===== src/rtl/spi_master_engine.sv =====
// SPI master engine: one start/data handshake in, SCLK/MOSI/SS_N out.
// A single down-counter times each SCLK half-period. The FSM sequence is
// IDLE -> LEAD -> XFER -> LAG -> IDLE.
//
// Ports:
//   I_CLK, I_RESETN   clock and asynchronous active-low reset
//   I_START           transfer request, sampled in IDLE only
//   I_TX_DATA         word to send, latched on accept
//   I_SS_SEL          target slave index, latched on accept
//   I_CPOL, I_CPHA    SPI mode, latched on accept
//   O_BUSY            high while a transfer is in flight
//   O_DONE            one-cycle end-of-transfer pulse
//   O_RX_DATA         last received word, updated with O_DONE
//   O_SCLK, O_SS_N    SPI clock and active-low slave selects
//   O_MOSI, I_MISO    serial data out / in
module spi_master_engine #(
    parameter int unsigned DATA_WIDTH = 8,
    parameter int unsigned CLK_DIV    = 4,
    parameter int unsigned NUM_SS     = 1,
    parameter int unsigned SS_SEL_W   = 1,
    parameter bit          MSB_FIRST  = 1'b1
) (
    input  logic                  I_CLK,
    input  logic                  I_RESETN,
    input  logic                  I_START,
    input  logic [DATA_WIDTH-1:0] I_TX_DATA,
    input  logic [SS_SEL_W-1:0]   I_SS_SEL,
    input  logic                  I_CPOL,
    input  logic                  I_CPHA,
    output logic                  O_BUSY,
    output logic                  O_DONE,
    output logic [DATA_WIDTH-1:0] O_RX_DATA,
    output logic                  O_SCLK,
    output logic [NUM_SS-1:0]     O_SS_N,
    output logic                  O_MOSI,
    input  logic                  I_MISO
);

    localparam int unsigned CNT_W   = $clog2(CLK_DIV + 1);
    localparam int unsigned HP_LAST = 2 * DATA_WIDTH;
    localparam int unsigned TOG_W   = $clog2(HP_LAST + 1);

    typedef enum logic [1:0] {IDLE, LEAD, XFER, LAG} state_t;

    state_t                state_q, state_d;
    logic [CNT_W-1:0]      cnt_q, cnt_d;
    logic [TOG_W-1:0]      tog_q, tog_d;
    logic [DATA_WIDTH-1:0] tx_q, tx_d;
    logic [DATA_WIDTH-1:0] rx_sh_q, rx_sh_d;
    logic [SS_SEL_W-1:0]   sel_q, sel_d;
    logic                  cpol_q, cpol_d;
    logic                  cpha_q, cpha_d;
    logic                  busy_q, busy_d;
    logic                  done_q, done_d;
    logic [DATA_WIDTH-1:0] rx_q, rx_d;
    logic                  sclk_q, sclk_d;
    logic [NUM_SS-1:0]     ss_n_q, ss_n_d;
    logic                  mosi_q, mosi_d;
    logic                  shift_out;
    logic                  sample_in;
    logic [NUM_SS-1:0]     ss_sel_n;

    // Decode the latched slave index; an out-of-range index selects nobody.
    always_comb begin
        ss_sel_n = '1;
        for (int unsigned i = 0; i < NUM_SS; i++) begin
            if (sel_q == SS_SEL_W'(i)) begin
                ss_sel_n[i] = 1'b0;
            end
        end
    end

    // Next-state and next-output logic.
    always_comb begin
        state_d   = state_q;
        cnt_d     = cnt_q;
        tog_d     = tog_q;
        tx_d      = tx_q;
        rx_sh_d   = rx_sh_q;
        sel_d     = sel_q;
        cpol_d    = cpol_q;
        cpha_d    = cpha_q;
        busy_d    = busy_q;
        done_d    = 1'b0;
        rx_d      = rx_q;
        sclk_d    = sclk_q;
        ss_n_d    = ss_n_q;
        mosi_d    = mosi_q;
        shift_out = 1'b0;
        sample_in = 1'b0;

        case (state_q)
            IDLE: begin
                busy_d = 1'b0;
                ss_n_d = '1;
                sclk_d = cpol_q;
                if (I_START) begin
                    tx_d    = I_TX_DATA;
                    sel_d   = I_SS_SEL;
                    cpol_d  = I_CPOL;
                    cpha_d  = I_CPHA;
                    rx_sh_d = '0;
                    tog_d   = '0;
                    // One extra count so outputs appear one cycle after accept.
                    cnt_d   = CNT_W'(CLK_DIV);
                    state_d = LEAD;
                end
            end
            LEAD, XFER: begin
                busy_d = 1'b1;
                ss_n_d = ss_sel_n;
                if (state_q == LEAD) begin
                    sclk_d = cpol_q;
                    // CPHA=0 presents the first bit as soon as SS asserts.
                    if (cnt_q == CNT_W'(CLK_DIV) && !cpha_q) begin
                        shift_out = 1'b1;
                    end
                end
                if (cnt_q != '0) begin
                    cnt_d = cnt_q - CNT_W'(1);
                end else if (tog_q == TOG_W'(HP_LAST)) begin
                    cnt_d   = CNT_W'(CLK_DIV - 1);
                    state_d = LAG;
                end else begin
                    // Start a new half-period: even tog_q means a leading edge.
                    state_d = XFER;
                    sclk_d  = ~sclk_q;
                    tog_d   = tog_q + TOG_W'(1);
                    cnt_d   = CNT_W'(CLK_DIV - 1);
                    if ((!tog_q[0]) != cpha_q) begin
                        sample_in = 1'b1;
                    end else if (tog_q != TOG_W'(HP_LAST - 1)) begin
                        shift_out = 1'b1;
                    end
                end
            end
            LAG: begin
                if (cnt_q != '0) begin
                    cnt_d = cnt_q - CNT_W'(1);
                end else begin
                    state_d = IDLE;
                    busy_d  = 1'b0;
                    done_d  = 1'b1;
                    ss_n_d  = '1;
                    rx_d    = rx_sh_q;
                end
            end
            default: state_d = IDLE;
        endcase

        if (shift_out) begin
            if (MSB_FIRST) begin
                mosi_d = tx_q[DATA_WIDTH-1];
                tx_d   = {tx_q[DATA_WIDTH-2:0], 1'b0};
            end else begin
                mosi_d = tx_q[0];
                tx_d   = {1'b0, tx_q[DATA_WIDTH-1:1]};
            end
        end
        if (sample_in) begin
            if (MSB_FIRST) begin
                rx_sh_d = {rx_sh_q[DATA_WIDTH-2:0], I_MISO};
            end else begin
                rx_sh_d = {I_MISO, rx_sh_q[DATA_WIDTH-1:1]};
            end
        end
    end

    // State and output registers.
    always_ff @(posedge I_CLK or negedge I_RESETN) begin
        if (!I_RESETN) begin
            state_q <= IDLE;
            cnt_q   <= '0;
            tog_q   <= '0;
            tx_q    <= '0;
            rx_sh_q <= '0;
            sel_q   <= '0;
            cpol_q  <= 1'b0;
            cpha_q  <= 1'b0;
            busy_q  <= 1'b0;
            done_q  <= 1'b0;
            rx_q    <= '0;
            sclk_q  <= 1'b0;
            ss_n_q  <= '1;
            mosi_q  <= 1'b0;
        end else begin
            state_q <= state_d;
            cnt_q   <= cnt_d;
            tog_q   <= tog_d;
            tx_q    <= tx_d;
            rx_sh_q <= rx_sh_d;
            sel_q   <= sel_d;
            cpol_q  <= cpol_d;
            cpha_q  <= cpha_d;
            busy_q  <= busy_d;
            done_q  <= done_d;
            rx_q    <= rx_d;
            sclk_q  <= sclk_d;
            ss_n_q  <= ss_n_d;
            mosi_q  <= mosi_d;
        end
    end

    assign O_BUSY    = busy_q;
    assign O_DONE    = done_q;
    assign O_RX_DATA = rx_q;
    assign O_SCLK    = sclk_q;
    assign O_SS_N    = ss_n_q;
    assign O_MOSI    = mosi_q;

endmodule


===== config.mk =====
export PLATFORM = sky130hd
export DESIGN_NAME = spi_master_engine
export DESIGN_NICKNAME = d
export VERILOG_FILES = /design/src/rtl/spi_master_engine.sv
export SDC_FILE = /design/constraint.sdc
export NUM_CORES = 1
export LEC_CHECK = 0
export CORE_ASPECT_RATIO = 0.6
export CORE_MARGIN = 4
export CORE_UTILIZATION = 50
export CTS_CLUSTER_DIAMETER = 40
export DETAILED_ROUTE_END_ITERATION = 8
export GPL_TIMING_DRIVEN = 0
export PLACE_DENSITY = 0.73
export SYNTH_ARGS = -nofsm -noshare
export SYNTH_HDL_FRONTEND = slang
export SYNTH_SLANG_ARGS = --single-unit

===== constraint.sdc =====
create_clock -name I_CLK -period 2.25 [get_ports I_CLK]
set_input_delay 0.225 -clock I_CLK [delete_from_list [all_inputs] [get_ports I_CLK]]
set_output_delay 0.225 -clock I_CLK [all_outputs]
set_load 0.02 [all_outputs]

==> out/qor.yml <==
outcome:
  status: "finished, final reports clean"
logic_synthesis:
  async_reset_ff_frac: 1.00
  yosys.area_share.simple: 0.123
  synth_seq_area_share: 0.505
  syn_area_per_cell_sq_um: 11.3
  synth_fp_nets: 209
  synth-main-ff-cell: "dfrtp_1"
  synth.mux.area_fraction: 0.170
  synth.area.top_cells: "dfrtp_1, mux2_4, ha_1"
  synth-compound-area-share: 0.104
  synthCells: 185
  yosys.area.top_type: "dfrtp_1"
  synth_top_family_by_area: "multiplexers"
  synth_edf_count: 0
  yosysWarnings: 0
  ys_ff_latch: 42
  syn_area_sq_um: 2080
  synth_xor_area_frac: 0.00420
  ys_types: 40
  synthDominantCellAreaShare: 0.492
  synth_fa_ha_area_frac: 0.0540
drt:
  drt-pass1-iter-count: 4
  drtIter0Drc: 60
  wl_um: 4200
  ant_nets: 0
  post_drt_wl_per_cell_um: 15.9
  remaining_drc_errors: 0
  via_per_inst: 5.54
  vias: 1468
die:
  rows: 17
  die_h_um: 58.0
  ios: 28
  die_x_um: 91.4
  core_area_sq_um: 3830
  initial_utilization: 0.544
  die-area_sq_um: 5300
global_routing:
  grt_antenna_before_repair: 0
  grt_use_total: 0.174
  grt_overflow: 0
  grt_pass1_vias: 1562
  grt_start_max_net_pins: 43
  grt_pass1_wl_um: 7330
setup_path:
  crit_family: "buffers and inverters"
  cp_slowest_cell: "clkbuf_1"
  r2r_start: "state_q[0]"
  r2r_slack_ns: 0.19
  path_buf_inv: 2
  startpoint_type: "flop"
  crit_chain: "inv_1, ha_1, nand2_1, clkbuf_1, mux2_1"
  end_kind: "flop"
  criticalPathCategory: "flop to flop"
  rr_endpoint: "sel_q"
  crit_arrival_ns: 2.23
  crit_path_start: "state_q[0]"
  crit_path_max_fanout: 10
  worstRegToRegCells: 5
  required_ns: 2.42
  max_stage_delay_ns: 0.44
sta:
  tightestPinTransition_ns: 0.921
  tns_ns: 0
  finalMaxSlewViolations: 0
  setup_viol: 0
  finClkSkew_ns: 0.0126
  fin_hold_ws_ns: 0.0702
  slew_headroom: 0.386
  period_needed_ns: 2.06
  post-route-period-util: 0.915
  fmax_mhz: 486
  timing.final.ws_setup_ns: 0.191
  rsz0062_at_grt: "no"
  hold_viol_final: 0
layout:
  final_cells: 265
  utilization: 0.651
  n_antenna_cell: 0
  nFillCells: 289
  fin_nets: 243
  synthToLayoutAreaGrowth_pct: 19.5
  drive_gt1_frac: 0.156
job:
  maxCapViolCount: 0
power:
  power.density_nw_per_um2: 519
  power.switching_uw: 273
  swShare: 0.211
  clockPowerShare: 0.375
  combinationalPowerShare: 0.034
  internal-power_mw: 1.02
  power_frac_seq: 0.591
  ir_worst_vdd_mv: 0.324
  leakagePower_nw: 1.17
clock_network:
  cts_max_path_buffers: 2
  numCtsBuffers: 5
  cts_hold_buf: 0
  cts.clk_slew.worst_paths_ns: 0.08
  htree_num_levels: 2
  cts_tree: "built"
  clk_latency_ns: 0.29
  cts.sinks: 42
  post_cts_resized: 0
  root_buffer: "clkbuf_8"
  cts_setup_buffers: 0
placement:
  io_buffer_count: 27
  dp_cells: 259
  place.gp.congestion: 0.867
  place_ws_ns: 0.204
  dp.final_hpwl_um: 3050
min_path:
  hold_path.class: "primary input to asynchronous set/reset pin"
[cell families after synthesis]
group | after synthesis
AO/OA/AOI/OAI | 36
XOR/XNOR | 1
adder cells (fa/ha/maj) | 9
buffers and inverters | 19
flip-flops | 42
multiplexers | 29
AND/OR/NAND/NOR | 49
[cell usage in the layout, fill, tap and decap left out, drive strengths merged, types with 2 or more instances in the layout]
| master | instances |
|---|---|
| a31oi | 5 |
| buf | 4 |
| clkdlybuf4s50 | 26 |
| nor3 | 2 |
| mux2 | 27 |
| nand3 | 3 |
| nand4 | 2 |
| dfrtp | 41 |
| nor2 | 8 |
| mux2i | 2 |
| ha | 9 |
| o21ai | 15 |
| inv | 12 |
| nand2 | 25 |
| clkbuf | 9 |
| o22ai | 3 |
| a21oi | 5 |
| nor2b | 2 |
| nand2b | 3 |
[cells in the mapped netlist, drive strengths merged, types with 2 or more instances]
cell type  count
a21oi          5
a31oi          5
buf            3
clkbuf         3
dfrtp         41
ha             9
inv           12
mux2          27
mux2i          2
nand2         25
nand2b         3
nand3          3
nand4          2
nor2           8
nor2b          2
nor3           2
o21ai         15
o22ai          3
[worst max path at each step]
stage,endpoint,depth (start not counted)
5_1_grt,sel_q,5
3_3_place_gp,tog_q[2],1
6_report,sel_q,5
2_1_floorplan,O_MOSI,7
4_1_cts,sel_q,5
3_5_place_dp,sel_q,4
[routing by layer]
layer,up-vias,track usage,part of all wire
met5,-,0,0
li1,714,-,-
met2,50,0.263,0.45
met1,698,0.247,0.49
met3,6,0.0402,0.060
met4,0,0.0601,0.0074
[state kept, by name (all words and copies together), names as in the netlist, 2 cells and up]
signal     cells
O_RX_DATA      8
cnt_q          3
rx_sh_q        8
state_q        2
tog_q          5
tx_q           8
[power groups by stage]
stage | sequential (mW) | combinational (mW) | clock (mW)
6_report | 0.764 | 0.0443 | 0.485
5_1_grt | 0.765 | 0.0506 | 0.522
4_1_cts | 0.764 | 0.0460 | 0.486
3_5_place_dp | 0.779 | 0.0460 | 0
3_3_place_gp | 0.778 | 0.0449 | 0
2_1_floorplan | 0.778 | 0.00550 | 0
[stage by stage]
step           total power, mW  cell area [sq um]
2_1_floorplan            0.783               2080
3_3_place_gp             0.823               2410
3_5_place_dp             0.825               2410
4_1_cts                   1.30               2490
5_1_grt                   1.34               2490
6_report                  1.29               2490
[cell type report]
| class | instances | area [sq um] | share of cell area |
|---|---|---|---|
| Buffer | 6 | 32.5 | 0.0131 |
| Clock buffer | 6 | 82.6 | 0.0331 |
| Inverter | 13 | 50.0 | 0.0201 |
| Tap cell | 47 | 58.8 | 0.0236 |
| Timing Repair Buffer | 27 | 265 | 0.106 |
| Sequential cell | 42 | 1050 | 0.422 |
| Multi-Input combinational cell | 124 | 950 | 0.381 |
[worst reg2reg max path: cells and delay by family, from the launching register on]
kind | cells | cell delay (ns)
buffers and inverters | 2 | 0.50
DFF | 1 | 0.42
muxes | 1 | 0.37
and+or+nand+nor | 1 | 0.36
adders and majority gates | 1 | 0.29
(Power assumes the default switching activity.)
